===== src/rtl/decm.sv =====
// rtl/decm.sv - RV32I instruction decode stage with registered valid/ready output.
// Define ECAP5_DPROC_DECM_SKID_EN to add a skid register that isolates input_ready_o from output_ready_i.
module decm (
    input  logic        clk_i,
    input  logic        rst_ni,
    input  logic        flush_i,
    input  logic        input_valid_i,
    output logic        input_ready_o,
    input  logic [31:0] instr_i,
    output logic        output_valid_o,
    input  logic        output_ready_i,
    output logic [3:0]  opclass_o,
    output logic [4:0]  rd_o,
    output logic [4:0]  rs1_o,
    output logic [4:0]  rs2_o,
    output logic [2:0]  funct3_o,
    output logic        alt_o,
    output logic [31:0] imm_o,
    output logic        illegal_o
);

    localparam logic [3:0] OPC_LUI      = 4'd0;
    localparam logic [3:0] OPC_AUIPC    = 4'd1;
    localparam logic [3:0] OPC_JAL      = 4'd2;
    localparam logic [3:0] OPC_JALR     = 4'd3;
    localparam logic [3:0] OPC_BRANCH   = 4'd4;
    localparam logic [3:0] OPC_LOAD     = 4'd5;
    localparam logic [3:0] OPC_STORE    = 4'd6;
    localparam logic [3:0] OPC_OP_IMM   = 4'd7;
    localparam logic [3:0] OPC_OP       = 4'd8;
    localparam logic [3:0] OPC_MISC_MEM = 4'd9;
    localparam logic [3:0] OPC_SYSTEM   = 4'd10;
    localparam logic [3:0] OPC_ILLEGAL  = 4'd15;

    typedef struct packed {
        logic [3:0]  opclass;
        logic [4:0]  rd;
        logic [4:0]  rs1;
        logic [4:0]  rs2;
        logic [2:0]  funct3;
        logic        alt;
        logic [31:0] imm;
        logic        illegal;
    } dec_t;

    dec_t        dec;
    dec_t        out_q;
    logic [31:0] imm_i_t, imm_s_t, imm_b_t, imm_u_t, imm_j_t;
    logic        accept;
    logic        done;
    logic        load_out;

    assign imm_i_t = {{20{instr_i[31]}}, instr_i[31:20]};
    assign imm_s_t = {{20{instr_i[31]}}, instr_i[31:25], instr_i[11:7]};
    assign imm_b_t = {{19{instr_i[31]}}, instr_i[31], instr_i[7], instr_i[30:25], instr_i[11:8], 1'b0};
    assign imm_u_t = {instr_i[31:12], 12'h000};
    assign imm_j_t = {{11{instr_i[31]}}, instr_i[31], instr_i[19:12], instr_i[20], instr_i[30:21], 1'b0};

    always_comb begin
        dec         = '0;
        dec.rd      = instr_i[11:7];
        dec.rs1     = instr_i[19:15];
        dec.rs2     = instr_i[24:20];
        dec.funct3  = instr_i[14:12];
        dec.alt     = instr_i[30];
        case (instr_i[6:0])
            7'b0110111: begin dec.opclass = OPC_LUI;      dec.imm = imm_u_t; end
            7'b0010111: begin dec.opclass = OPC_AUIPC;    dec.imm = imm_u_t; end
            7'b1101111: begin dec.opclass = OPC_JAL;      dec.imm = imm_j_t; end
            7'b1100111: begin dec.opclass = OPC_JALR;     dec.imm = imm_i_t; end
            7'b1100011: begin dec.opclass = OPC_BRANCH;   dec.imm = imm_b_t; end
            7'b0000011: begin dec.opclass = OPC_LOAD;     dec.imm = imm_i_t; end
            7'b0100011: begin dec.opclass = OPC_STORE;    dec.imm = imm_s_t; end
            7'b0010011: begin dec.opclass = OPC_OP_IMM;   dec.imm = imm_i_t; end
            7'b0110011: begin dec.opclass = OPC_OP;       dec.imm = 32'h0;   end
            7'b0001111: begin dec.opclass = OPC_MISC_MEM; dec.imm = imm_i_t; end
            7'b1110011: begin dec.opclass = OPC_SYSTEM;   dec.imm = imm_i_t; end
            default: begin
                dec.opclass = OPC_ILLEGAL;
                dec.imm     = 32'h0;
                dec.illegal = 1'b1;
            end
        endcase
    end

    assign accept = input_valid_i && input_ready_o;
    assign done   = output_valid_o && output_ready_i;

`ifdef ECAP5_DPROC_DECM_SKID_EN
    typedef enum logic [1:0] {EMPTY, FULL, SKID} state_t;

    state_t state_q, state_d;
    dec_t   skid_q;
    logic   load_skid;
    logic   pop_skid;

    always_ff @(posedge clk_i or negedge rst_ni) begin
        if (!rst_ni) begin
            state_q <= EMPTY;
            out_q   <= '0;
            skid_q  <= '0;
        end else begin
            state_q <= state_d;
            if (load_out) begin
                out_q <= dec;
            end else if (pop_skid) begin
                out_q <= skid_q;
            end
            if (load_skid) begin
                skid_q <= dec;
            end
        end
    end

    always_comb begin
        state_d   = state_q;
        load_out  = 1'b0;
        load_skid = 1'b0;
        pop_skid  = 1'b0;
        case (state_q)
            EMPTY: if (accept) begin state_d = FULL; load_out = 1'b1; end
            FULL: begin
                if (accept && !done) begin
                    state_d   = SKID;
                    load_skid = 1'b1;
                end else if (accept) begin
                    load_out = 1'b1;
                end else if (done) begin
                    state_d = EMPTY;
                end
            end
            SKID: if (done) begin state_d = FULL; pop_skid = 1'b1; end
            default: state_d = EMPTY;
        endcase
        // Flush wins: a beat accepted on the same edge is dropped.
        if (flush_i) begin
            state_d   = EMPTY;
            load_out  = 1'b0;
            load_skid = 1'b0;
            pop_skid  = 1'b0;
        end
    end

    assign input_ready_o  = (state_q != SKID);
`else
    typedef enum logic {EMPTY, FULL} state_t;

    state_t state_q, state_d;

    always_ff @(posedge clk_i or negedge rst_ni) begin
        if (!rst_ni) begin
            state_q <= EMPTY;
            out_q   <= '0;
        end else begin
            state_q <= state_d;
            if (load_out) begin
                out_q <= dec;
            end
        end
    end

    always_comb begin
        state_d  = state_q;
        load_out = 1'b0;
        case (state_q)
            EMPTY: if (accept) begin state_d = FULL; load_out = 1'b1; end
            FULL: begin
                if (accept) begin
                    load_out = 1'b1;
                end else if (done) begin
                    state_d = EMPTY;
                end
            end
            default: state_d = EMPTY;
        endcase
        if (flush_i) begin
            state_d  = EMPTY;
            load_out = 1'b0;
        end
    end

    assign input_ready_o  = (state_q == EMPTY) || output_ready_i;
`endif

    assign output_valid_o = (state_q != EMPTY);
    assign opclass_o      = out_q.opclass;
    assign rd_o           = out_q.rd;
    assign rs1_o          = out_q.rs1;
    assign rs2_o          = out_q.rs2;
    assign funct3_o       = out_q.funct3;
    assign alt_o          = out_q.alt;
    assign imm_o          = out_q.imm;
    assign illegal_o      = out_q.illegal;

endmodule

===== config.mk =====
export PLATFORM = sky130hd
export DESIGN_NAME = decm
export DESIGN_NICKNAME = d
export VERILOG_FILES = /design/src/rtl/decm.sv
export SDC_FILE = /design/constraint.sdc
export NUM_CORES = 1
export LEC_CHECK = 0
export ABC_AREA = 1
export CORE_UTILIZATION = 49
export CTS_CLUSTER_DIAMETER = 100
export DETAILED_ROUTE_END_ITERATION = 8
export GPL_TIMING_DRIVEN = 0
export PLACE_DENSITY = 0.86
export REMOVE_ABC_BUFFERS = 1
export SLEW_MARGIN = 20
export SYNTH_ARGS = -nofsm -noshare
export SYNTH_HDL_FRONTEND = slang
export SYNTH_SLANG_ARGS = --single-unit

===== constraint.sdc =====
create_clock -name clk_i -period 2.39 [get_ports clk_i]
set_input_delay 0.478 -clock clk_i [delete_from_list [all_inputs] [get_ports clk_i]]
set_output_delay 0.478 -clock clk_i [all_outputs]
set_load 0.05 [all_outputs]

* Yosys cells after proc, flatten, opt, wreduce, memory -nomap -nowiden
Index checks and enable logic that the tools add are counted.
** Word-level totals
- Flip-flop bits (word level) :: 57
- Output and inout port bits :: 58
- Logic and storage cells :: 36
** Cells by class
- Equality and inequality tests :: 11
- Multiplexer cells :: 9
- Bitwise gates (word level) :: 1
- Reduce and logical (&&, ||, !) cells :: 6
** Operators by type and width (number)
- 32-bit one-hot mux with 5 select lines :: 1
- 4-bit one-hot mux with 11 select lines :: 1
- 7-bit equality test (second input constant) :: 4
- 7-bit by 6-bit equality test with 1-bit output (second input constant) :: 3
- 7-bit by 5-bit equality test with 1-bit output (second input constant) :: 2
- 11-bit OR reduction :: 1
- 7-bit by 2-bit equality test with 1-bit output (second input constant) :: 1
- 7-bit by 4-bit equality test with 1-bit output (second input constant) :: 1
- 1-bit two-way mux :: 6
- 5-bit OR reduction :: 1
- 1-bit logical AND :: 2
- 1-bit one-hot mux with 2 select lines :: 1
- 2-bit OR reduction :: 1
- 1-bit logical OR :: 1
- 1-bit inverter :: 1

* Longest topological paths before layout
- Depth in word-level cells :: 6
- Gate-level depth with buffers :: 12
- Depth with buffers taken out :: 11

* Worst setup path before layout
No wires, ideal clock.
- Kind :: reg-to-reg
- From :: register state_q (netlist: output_valid_o)
- To :: register out_q (netlist bit opclass_o[0])
- Library setup time :: 0.077 ns
- Data arrival time :: 1.869 ns
- Required time :: 2.313 ns
- Setup slack :: 0.444 ns
- Cell stages (with the launch flop) :: 6
- Cells stage by stage :: dfrtp_1 > nand2_1 > nand2_1 > clkbuf_1 > nor2_1 > a21oi_1
** Between the ends
- Word-level cells in the longest chain between the ends :: 5
** RTL lines
- start: declaration :: RTL line 148 : state_t state_q, state_d;
- start signal: assignment :: RTL line 155 : state_q <= state_d;
- 1-bit inverter
- 1-bit logical OR :: RTL line 182 : assign input_ready_o = (state_q == EMPTY) || output_ready_i;
- net input_ready_o :: RTL line 8 : output logic input_ready_o,
- 1-bit logical AND :: RTL line 86 : assign accept = input_valid_i && input_ready_o;
- 1-bit two-way mux :: RTL line 166, 168
- 1-bit two-way mux :: RTL line 176 : if (flush_i) begin
- end signal: assignment :: RTL line 153 : out_q <= '0;
- end signal: assignment :: RTL line 157 : out_q <= dec;
- end: declaration :: RTL line 47 : dec_t out_q;
The timed path passes the listed nets, and every way through them passes these cells.
A chain may end at the register's enable or synchronous reset.

* Worst setup path in the final report
- From :: input instr_i[5]
- To :: register out_q (netlist bit imm_o[21])
** Between the ends
- Word-level cells in the longest chain between the ends :: 3
** RTL lines
- start: declaration :: RTL line 9 : input logic [31:0] instr_i,
- 7-bit equality test, or another cell as far along :: RTL line 66 : case (instr_i[6:0])
- 5-bit OR reduction (no source line) or 2-bit OR reduction (tied branches)
- 32-bit one-hot mux with 5 select lines * :: RTL line 66
Every way passes the cells marked *; elsewhere a longest branch is shown, timed or not.

==> results.json <==
{
  "fp.dieW_microns": 78.4,
  "cp.arrival_ns": 2.28,
  "leakage_nw": 2.20,
  "row_count": 27,
  "crit_buf_inv": 2,
  "chipHeight_microns": 78.4,
  "grt_pass1_wl_microns": 12300,
  "max_slew.worst_pin.slew_ns": 0.703,
  "post-place-cells": 535,
  "layout.cells.non_filler": 551,
  "ios": 95,
  "max_freq_mhz": 485,
  "critical_path.slowest_cell": "clkdlybuf4s50_1",
  "grt_max_degree": 58,
  "yosysTopAreaCellShare": 0.498,
  "overflow": 0,
  "ir_worst_vdd_mv": 0.509,
  "finalClockSkew_ns": 0.00484,
  "layout_common_cells": "196 x nand2_1, 92 x clkdlybuf4s50_1, 57 x dfrtp_1",
  "crit_path_frequent_cell": "nand3_1",
  "cpPeakStageDelay_ns": 0.59,
  "drc": 0,
  "routed_wl_microns": 7410,
  "core_sq_um": 5570,
  "track_usage": 0.259,
  "p_per_area_nw_per_um2": 644,
  "diodes": 0,
  "antenna_left": 0,
  "clk_latency_ns": 0.33,
  "maxCapViolCount": 0,
  "grt_pass1_vias": 2707,
  "clock_sink_count": 57,
  "crit_path_end_kind": "register",
  "cts_hold_buf": 0,
  "layout-drive-gt1-share": 0.0939,
  "place.detailed.hpwl_microns": 5060,
  "cp_cell_sequence": "clkdlybuf4s50_1 -> inv_1 -> nand3_1 -> nor2_1 -> nor2_1 -> nand3_1 -> nand2_2 -> nand3_1 -> nand2_1 -> nand2_1",
  "hold_violations": 0,
  "viasPerCell": 5.10,
  "vias": 2808,
  "crit_family": "simple AND/OR/NAND/NOR gates",
  "crit_fanout": 21,
  "synthXorXnorAreaFrac": 0,
  "synth_top_family_by_area": "simple AND/OR/NAND/NOR gates",
  "yosys_register_bits": 57,
  "avgSynthCellArea_sq_um": 7.49,
  "routabilityCongestion": 0.855,
  "clk_pin_slew_ns": 0.07,
  "cts_setup_buffers": 0,
  "worstSetupPathType": "in -> reg",
  "synth.distinct_cells": 23,
  "rsz0062_at_grt": "no",
  "period_minus_slack_ns": 2.06,
  "syn_area_sq_um": 2860,
  "yosys_warnings": 0,
  "dr.pass1.iters": 5,
  "portBuffers": 94,
  "ys_top_cells_by_area": "dfrtp_1 50%, nand2_1 26%, nand3_1 5.2%, nand3_2 2.8%, inv_1 2.4%",
  "setup_viol": 0,
  "holdWs_ns": 0.199,
  "area_delta_synth_final_pct": 41.4,
  "synth_compound_area_frac": 0.0337,
  "cts.htree.levels": 3,
  "cts.repair.resized": 0,
  "relSlewSlack": 0.531,
  "synth_simple_gate_area_frac": 0.403,
  "slew_violations": 0,
  "avgRoutedWirePerCell_microns": 13.5,
  "nNetsFinal": 511,
  "final_common_cell": "nand2_1",
  "post-route-period-util": 0.863,
  "drt-initial-drc-count": 191,
  "hold_path_class": "in -> async",
  "yosys.area.top_type": "dfrtp_1",
  "cts_tree": "yes",
  "worst_ep_required_time_ns": 2.61,
  "antenna_found_initial": 0,
  "cts-root-buf": "clkbuf_8",
  "start_kind": "input pin",
  "outcome": "complete, no violations",
  "start_util": 0.513,
  "cts.path.max_buffers": 2,
  "cts_buffers": 9,
  "dieArea_sq_um": 6150,
  "synth_seq_area_share": 0.498,
  "yosys.area_share.adder": 0,
  "syn_inst": 382,
  "synthMuxAreaShare": 0
}
-- metal layers --
metal  track usage  wire [microns]  vias to the layer above
li1              -               -                     1366
met1         0.329            3220                     1337
met2         0.433            3660                      101
met3        0.0500             501                        4
met4         0.106              38                        0
met5             0               0                        -
-- stage by stage --
stage | power, mW | utilization | setup TNS, ns | area [sq um] | setup slack [ns]
floorplan | 1.52 | - | -35.36 | 2780 | -0.735
global placement | 1.80 | 0.684 | -125.54 | 3810 | -1.48
detailed placement | 1.82 | 0.694 | -4.33 | 3870 | -0.156
CTS | 2.63 | 0.725 | 0 | 4040 | 0.0246
global route | 2.71 | 0.726 | 0 | 4050 | 0.174
finish | 2.61 | 0.726 | 0 | 4050 | 0.328
-- state kept, by name, summed over array words and instances, names as in the netlist --
| name | cells |
|---|---|
| imm_o | 32 |
| rd_o | 5 |
| rs1_o | 5 |
| rs2_o | 5 |
| opclass_o | 4 |
| funct3_o | 3 |
| alt_o | 1 |
| illegal_o | 1 |
| output_valid_o | 1 |
-- area by class of cell --
type | count | area, sq um
clock inverter | 2 | 12.5
timing repair buffer | 96 | 996
sequential | 57 | 1430
fill | 441 | 1530
multi-input combinational | 283 | 1250
tap | 72 | 90.1
inverter | 27 | 106
clock buffer | 14 | 163
-- cells by family after synthesis --
logic type	after synthesis
flops	57
compound gates	18
buf+inv	42
simple gates	265
-- Yosys cell counts --
library cell    n
inv_2           8
o21ai_1         1
nor2_4          1
clkbuf_1        9
nand2_2         4
dfrtp_1        57
nand2_4         4
nand2_1       197
buf_6           3
o21ai_0        10
buf_2           2
inv_4           1
nand3_1        30
o21ai_2         1
inv_1          18
nand4_1         2
buf_1           1
nor2_8          1
o21bai_1        1
a21oi_1         5
nor3_1          2
nor2_1         16
nand3_2         8
-- worst register-to-register path, cell delays in order, from the launching register on --
cell and delay (ns):
dfrtp_1 0.37, nand2_1 0.11, nand2_2 0.24, buf_16 0.26, inv_4 0.40, nor2_1 0.09
a21oi_1 0.15
-- path summary, 6_finish.rpt --
kind                                           from                       end  slack, ns  depth (start not counted)
max                                      instr_i[5]     imm_o[21]$_DFFE_PN0P_       0.33                         10
min                                          rst_ni       rd_o[0]$_DFFE_PN0P_       0.20                          1
max reg2reg                output_valid_o$_DFF_PN0_  opclass_o[1]$_DFFE_PN0P_       0.68                          6
min reg2reg                   imm_o[20]$_DFFE_PN0P_     imm_o[20]$_DFFE_PN0P_       0.48                          2
max in group asynchronous                    rst_ni     imm_o[12]$_DFFE_PN0P_       1.71                          1
min in group clk_i            imm_o[20]$_DFFE_PN0P_     imm_o[20]$_DFFE_PN0P_       0.48                          2
-- power breakdown --
part | total (mW) | leakage, nW | internal, mW | switching [mW]
sequential | 1.09 | 0.742 | 1.04 | 0.0434
clock | 0.800 | 0.0867 | 0.433 | 0.368
combinational | 0.720 | 1.38 | 0.244 | 0.475
total | 2.61 | 2.20 | 1.72 | 0.886
(Power assumes the default switching activity.)
